$ cat config.mk
export PLATFORM = sky130hd
export DESIGN_NAME = nested_counter
export DESIGN_NICKNAME = d
export VERILOG_FILES = /design/src/rtl/nested_counter.sv
export SDC_FILE = /design/constraint.sdc
export NUM_CORES = 1
export LEC_CHECK = 0
export BUFFER_PORTS_ARGS = -buffer_cell sky130_fd_sc_hd__clkbuf_2
export CORE_UTILIZATION = 35
export CTS_CLUSTER_SIZE = 40
export DETAILED_ROUTE_END_ITERATION = 10
export HOLD_SLACK_MARGIN = 0.1
export SKIP_LAST_GASP = 1
export SLEW_MARGIN = 5
export SYNTH_ARGS = -nofsm -noshare
export SYNTH_HDL_FRONTEND = slang
export SYNTH_SLANG_ARGS = --single-unit
$ cat constraint.sdc
create_clock -name clk_i -period 4.9 [get_ports clk_i]
set_input_delay 0.98 -clock clk_i [delete_from_list [all_inputs] [get_ports clk_i]]
set_output_delay 0.98 -clock clk_i [all_outputs]
set_load 0.01 [all_outputs]
$ cat src/rtl/nested_counter.sv
// ============================================================================
// Module   : nested_counter
// Brief    : Cascaded multi-dimensional loop counter (dimension 0 innermost)
//            with per-dimension wrap pulses, last-tuple flag and one-shot mode.
//            Optional checks: define NESTED_COUNTER_ASSERT_EN.
// Revision : 1.0 - initial release
// ============================================================================
`default_nettype none

module nested_counter #(
  parameter int Bits = 8,
  parameter int Dims = 3
) (
  input  logic                 clk_i,
  input  logic                 rst_i,
  input  logic                 en_i,
  input  logic                 load_i,
  input  logic                 one_shot_i,
  input  logic [Dims*Bits-1:0] start_val_i,
  input  logic [Dims*Bits-1:0] end_val_i,
  input  logic [Dims*Bits-1:0] count_by_i,
  output logic [Dims*Bits-1:0] count_o,
  output logic [Dims-1:0]      wrap_o,
  output logic                 last_o,
  output logic                 done_o
);

  logic [Dims*Bits-1:0]      r_count;
  logic [Dims-1:0]           r_wrap;
  logic                      r_done;
  logic [Dims-1:0][Bits:0]   w_sum;
  logic [Dims-1:0]           w_at_end;
  logic [Dims-1:0]           w_adv;

  // Sum is one bit wider than the count so the end test cannot overflow.
  always_comb begin
    w_sum    = '0;
    w_at_end = '0;
    w_adv    = '0;
    for (int k = 0; k < Dims; k++) begin
      w_sum[k]    = {1'b0, r_count[k*Bits +: Bits]} + {1'b0, count_by_i[k*Bits +: Bits]};
      w_at_end[k] = (count_by_i[k*Bits +: Bits] == '0) ||
                    (w_sum[k] > {1'b0, end_val_i[k*Bits +: Bits]});
    end
    w_adv[0] = en_i & ~r_done;
    for (int k = 1; k < Dims; k++) begin
      w_adv[k] = w_adv[k-1] & w_at_end[k-1];
    end
  end

  always_ff @(posedge clk_i) begin
    if (rst_i || load_i) begin
      r_count <= start_val_i;
      r_wrap  <= '0;
      r_done  <= 1'b0;
    end else begin
      for (int k = 0; k < Dims; k++) begin
        r_wrap[k] <= w_adv[k] & w_at_end[k];
        if (w_adv[k]) begin
          if (w_at_end[k]) begin
            r_count[k*Bits +: Bits] <= start_val_i[k*Bits +: Bits];
          end else begin
            r_count[k*Bits +: Bits] <= w_sum[k][Bits-1:0];
          end
        end
      end
      // Sticky until load or reset, regardless of later one_shot_i changes.
      if (w_adv[Dims-1] && w_at_end[Dims-1] && one_shot_i) begin
        r_done <= 1'b1;
      end
    end
  end

  assign count_o = r_count;
  assign wrap_o  = r_wrap;
  assign done_o  = r_done;
  assign last_o  = &w_at_end;

`ifdef NESTED_COUNTER_ASSERT_EN
  always_ff @(posedge clk_i) begin
    if (!rst_i) begin
      for (int k = 0; k < Dims; k++) begin
        assert (end_val_i[k*Bits +: Bits] >= start_val_i[k*Bits +: Bits])
          else $error("nested_counter: end below start in dimension %0d", k);
        assert ((count_by_i[k*Bits +: Bits] != '0) ||
                (end_val_i[k*Bits +: Bits] == start_val_i[k*Bits +: Bits]))
          else $error("nested_counter: zero step on non-degenerate range in dimension %0d", k);
      end
    end
  end
`else
`endif

endmodule

`default_nettype wire

* After elaboration in Yosys (flattened, before gate mapping)
Index checks and enable logic that the tools add are counted.
Operators by class: add/subtract/negate cells 3, magnitude comparators 3, multiplexer cells 7, bitwise operators 5, reductions and logical operators 13
Operators by type and width (count):
- $mux 8 | 6
- $add 8x8->9 | 3
- $gt 9x8->1 | 3
- $logic_not 8->1 | 3
- $mux 24 | 1
- $reduce_bool 2->1 | 3
- $and 1x1->1 | 4
- $logic_or 1x1->1 | 4
- $reduce_and 3->1 | 1
- $logic_and 1x1->1 | 2
- $not 1->1 | 1
Storage, ports and cells: bits in registers 28, input bits 77, output and inout port bits 29, logic and storage cells 36

* Logic depth before layout (Yosys ltp)
depth in word-level cells 7, depth in mapped cells 13

* Least setup slack after synthesis
No wires, ideal clock.
kind input-to-output, start point in count_by_i[0], end point out last_o, arrival 3.550 ns, slack 0.370 ns, stages on the path 13, buffers on the path 1, cells stage by stage ha_1 > fa_1 > a211oi_1 > o21bai_1 > a21oi_1 > xnor2_1 > ha_1 > a211oi_1 > o211ai_1 > o211ai_1 > and3_1 > clkbuf_1 > nor2_1
On the way: longest elaborated chain between the ends 4, elaborated cells on any way between the ends 5, those cells by class 1 x add/sub; 1 x order compare; 3 x reduce/logical
RTL lines:
- from (decl) | RTL line 21 | input logic [Dims*Bits-1:0] count_by_i,
- $add 8x8->9 | RTL line 41 | w_sum[k] = {1'b0, r_count[k*Bits +: Bits]} + {1'b0, count_by_i[k*Bits +: Bits]};
- $gt 9x8->1 | RTL line 43 | (w_sum[k] > {1'b0, end_val_i[k*Bits +: Bits]});
- $logic_or 1x1->1 (*) | RTL line 42 | w_at_end[k] = (count_by_i[k*Bits +: Bits] == '0) ||
- $reduce_and 3->1 (*) | RTL line 77 | assign last_o = &w_at_end;
- to (decl) | RTL line 24 | output logic last_o,
Mark *: on every way between the ends. The rest lies on a longest branch, timed or not.

* Worst setup path after layout
Same ends and word-level chain as after synthesis.

==> results by group <==
Status
  – Status: finished, final reports clean

Pwr
  – Power per Cell Area: 465 nW/um^2
  – Max VDD drop: 0.000174 V
  – Static Leakage: 1.76 nW

Timing
  – Max Clock Skew: 7.02 ps
  – Final worst slack: 209 ps
  – Final Cycle Share: 0.957
  – Slew @ Worst Pin: 604 ps
  – # setup viols final: 0
  – Fmax: 0.213 GHz
  – Fin. Hold Viols: 0
  – Fin crit period: 4690 ps
  – Relative slew slack: 0.594
  – Final Max Slew Viols: 0

Worst setup path
  – Worst Setup SP: count_by_i[0]
  – Worst path max stage delay: 420 ps
  – Type of origin of the critical path: input port
  – WP data required: 3920 ps
  – Delay-heaviest family, CP: adder cells
  – Worst setup EP type: output pin
  – R2r startpoint: count_o[8]
  – Buf/Inv on CP: 3
  – Critical Path AT: 3710 ps
  – Worst-path cell chain: clkbuf_2, ha_1, fa_1, buf_4, a21o_1, a211oi_1, nor2_1, ha_1, nand4_1, o32a_1, o211ai_1, and3_1, nor2_1, clkbuf_2
  – Worst-path maximum fanout: 3
  – Slowest-stage cell, CP: fa_1
  – WS Path Type: input port to output pin

Yosys
  – Post-Synth Adder-Cell Area: 0.237
  – Main combinational cell family by area after synthesis: adder cells
  – Yosys reg bits: 28
  – Syn avg cell area: 10.4 um^2
  – Cell taking the most area after synthesis: edfxtp_1
  – Area share of the largest cell type after synthesis: 0.258
  – Compound-Gate Fraction of Synth Area: 0.180
  – Simple-gate share of the synthesized area: 0.0987
  – Mux cell area share after synthesis: 0.108
  – Synth top area cells: edfxtp_1 (26%), ha_1 (22%), mux2_2 (6.5%)
  – Ys Warns: 0
  – Synth Instances: 268
  – Post-Syn Nets: 396
  – Register area share after synthesis: 0.287
  – Post-Syn Area: 2790 um^2
  – Xor and xnor area share after synthesis: 0.0502
  – Synth cell types: 45

Route
  – First-pass DRT Iterations: 4
  – WL/cell: 14.4 um
  – Routed vias/inst: 5.18
  – Drc violations: 0
  – Vias: 2,502
  – Detailed Route Iter0 Violations: 80
  – Post-route ant nets: 0
  – Overall routed net length: 6960 um

GRT
  – GRT Overall Usage: 0.167
  – Number of global-route vias before repair: 2,457
  – First-pass GRT wire length: 11,100 um
  – Grt total ovfl: 0
  – Largest net degree at the start of global routing: 16
  – Initial antenna violation count: 0

Final layout
  – Layout cells sized above 1: 0.396
  – Commonest non-fill, non-tap cell in the layout: clkbuf_2
  – Layout area overhead: 28.5%
  – Inserted Diodes: 0
  – Reg area: 801 um^2
  – Fin cells: 483
  – Commonest cells after routing, fill and taps aside: clkbuf_2 (105), ha_1 (48), inv_1 (24), edfxtp_1 (24), mux2_2 (16)
  – Multi-input gate area: 1930 um^2
  – Fillers: 744
  – Nets@finish: 510

Clocking
  – CTS tree: built
  – Root Driver: clkbuf_8
  – Clk_lat worst skew: 290 ps
  – Total clock buffers created by CTS: 3
  – CTS H-Tree Depth: 1
  – Clk sinks: 28
  – Clk slew on worst S/H paths: 110 ps
  – CTS max path bufs: 2
  – Hold buffers post-CTS: 0

Floorplan
  – Initial Utilization: 0.361
  – Die H: 91.3 um
  – I/O pins: 106
  – Core footprint: 7730 um^2
  – Rows: 32
  – Die X: 91.3 um
  – Die ar.: 8330 um^2

Hold path
  – Hold Crit Class: flop to flop
  – Hold_sp: done_o

Job
  – Total of max-cap violations: 0

Placed design
  – PortBufs: 105
  – DP HPWL: 6010 um
  – GPL Wtd Cong: 0.876
  – Post-Place Worst Slack: -5.13 ps
  – Inst Count DP: 476
==> metal layers <==
| metal | global-route usage | up-vias | part of all wire |
|---|---|---|---|
| met5 | 0 | - | 0 |
| li1 | - | 1264 | - |
| met3 | 0.0226 | 6 | 0.044 |
| met4 | 0.0410 | 0 | 0.011 |
| met2 | 0.290 | 64 | 0.48 |
| met1 | 0.218 | 1168 | 0.46 |
==> area by class of cell <==
| cell class | instances | area share |
|---|---|---|
| Multi-Input combinational cell | 213 | 0.539 |
| Tap cell | 102 | 0.0356 |
| Sequential cell | 28 | 0.223 |
| Clock buffer | 4 | 0.0154 |
| Inverter | 24 | 0.0251 |
| Timing Repair Buffer | 112 | 0.161 |
==> worst min-delay path: cells and delay by family (launching register included) <==
family             cells  cell delay [ps]
DFF                    1              340
and+or+nand+nor        1               60
AOI/OAI and AO/OA      1               50
==> registers in the layout (all words and copies together) (netlist names) <==
register / flops
count_o: 24
wrap_o: 3
done_o: 1
==> kinds of logic after synthesis <==
family	Yosys count
muxes	24
xor gates and xnor gates	16
AOI/OAI and AO/OA	73
adders and majority gates	51
DFF	28
buffers and inverters	27
and+or+nand+nor	49
==> where the power goes <==
group,leakage [nW],switching (mW),internal [mW]
registers,0.279,0.0391,0.343
logic,1.45,0.597,0.533
clock network,0.0288,0.0828,0.0723
total,1.76,0.719,0.949
==> through the flow <==
step | cell area [um^2] | total power, mW | hold slack (ps) | util | TNS (ps)
floorplan | 2790 | 1.14 | 485 | - | 0
global placement | 3450 | 1.42 | 462 | 0.447 | 0
detailed placement | 3450 | 1.43 | 464 | 0.447 | -5.13
CTS | 3520 | 1.60 | 481 | 0.455 | 0
global route | 3580 | 1.81 | 547 | 0.464 | -3.91
finish | 3580 | 1.67 | 483 | 0.464 | 0
==> worst paths after layout <==
kind	end	slack [ps]	depth (start not counted)
hold reg to reg	done_o	480	2
hold / removal	done_o	480	2
setup / recovery	last_o	210	14
setup reg to reg	count_o[19]	960	12
==> cells in the mapped netlist, drive strengths merged <==
library cell and number:
xor2 4, a221oi 1, and3 2, nor2 9, a21boi 1, o21ai 13
inv 24, or3 2, o211ai 3, nor3 2, o32a 1, o31ai 2
ha 48, o32ai 1, xnor2 12, or4 2, or2 1, fa 3
o22ai 1, nor2b 1, a211oi 12, a21oi 14, dfxtp 4, nor4 9
a31oi 1, nand4 6, a21o 7, o21a 3, o211a 3, nand2b 4
o311ai 1, a311o 2, nand2 8, o21bai 6, clkbuf 1, buf 2
o221ai 1, nand3 3, mux2 24, edfxtp 24
==> repair_timing <==
action	CTS	global route
setup endpoints to repair	1	1
buffers inserted	0	3
pin swaps	0	5
resized for setup	1	9
hold endpoints to repair	0	0
(Power assumes the default switching activity.)
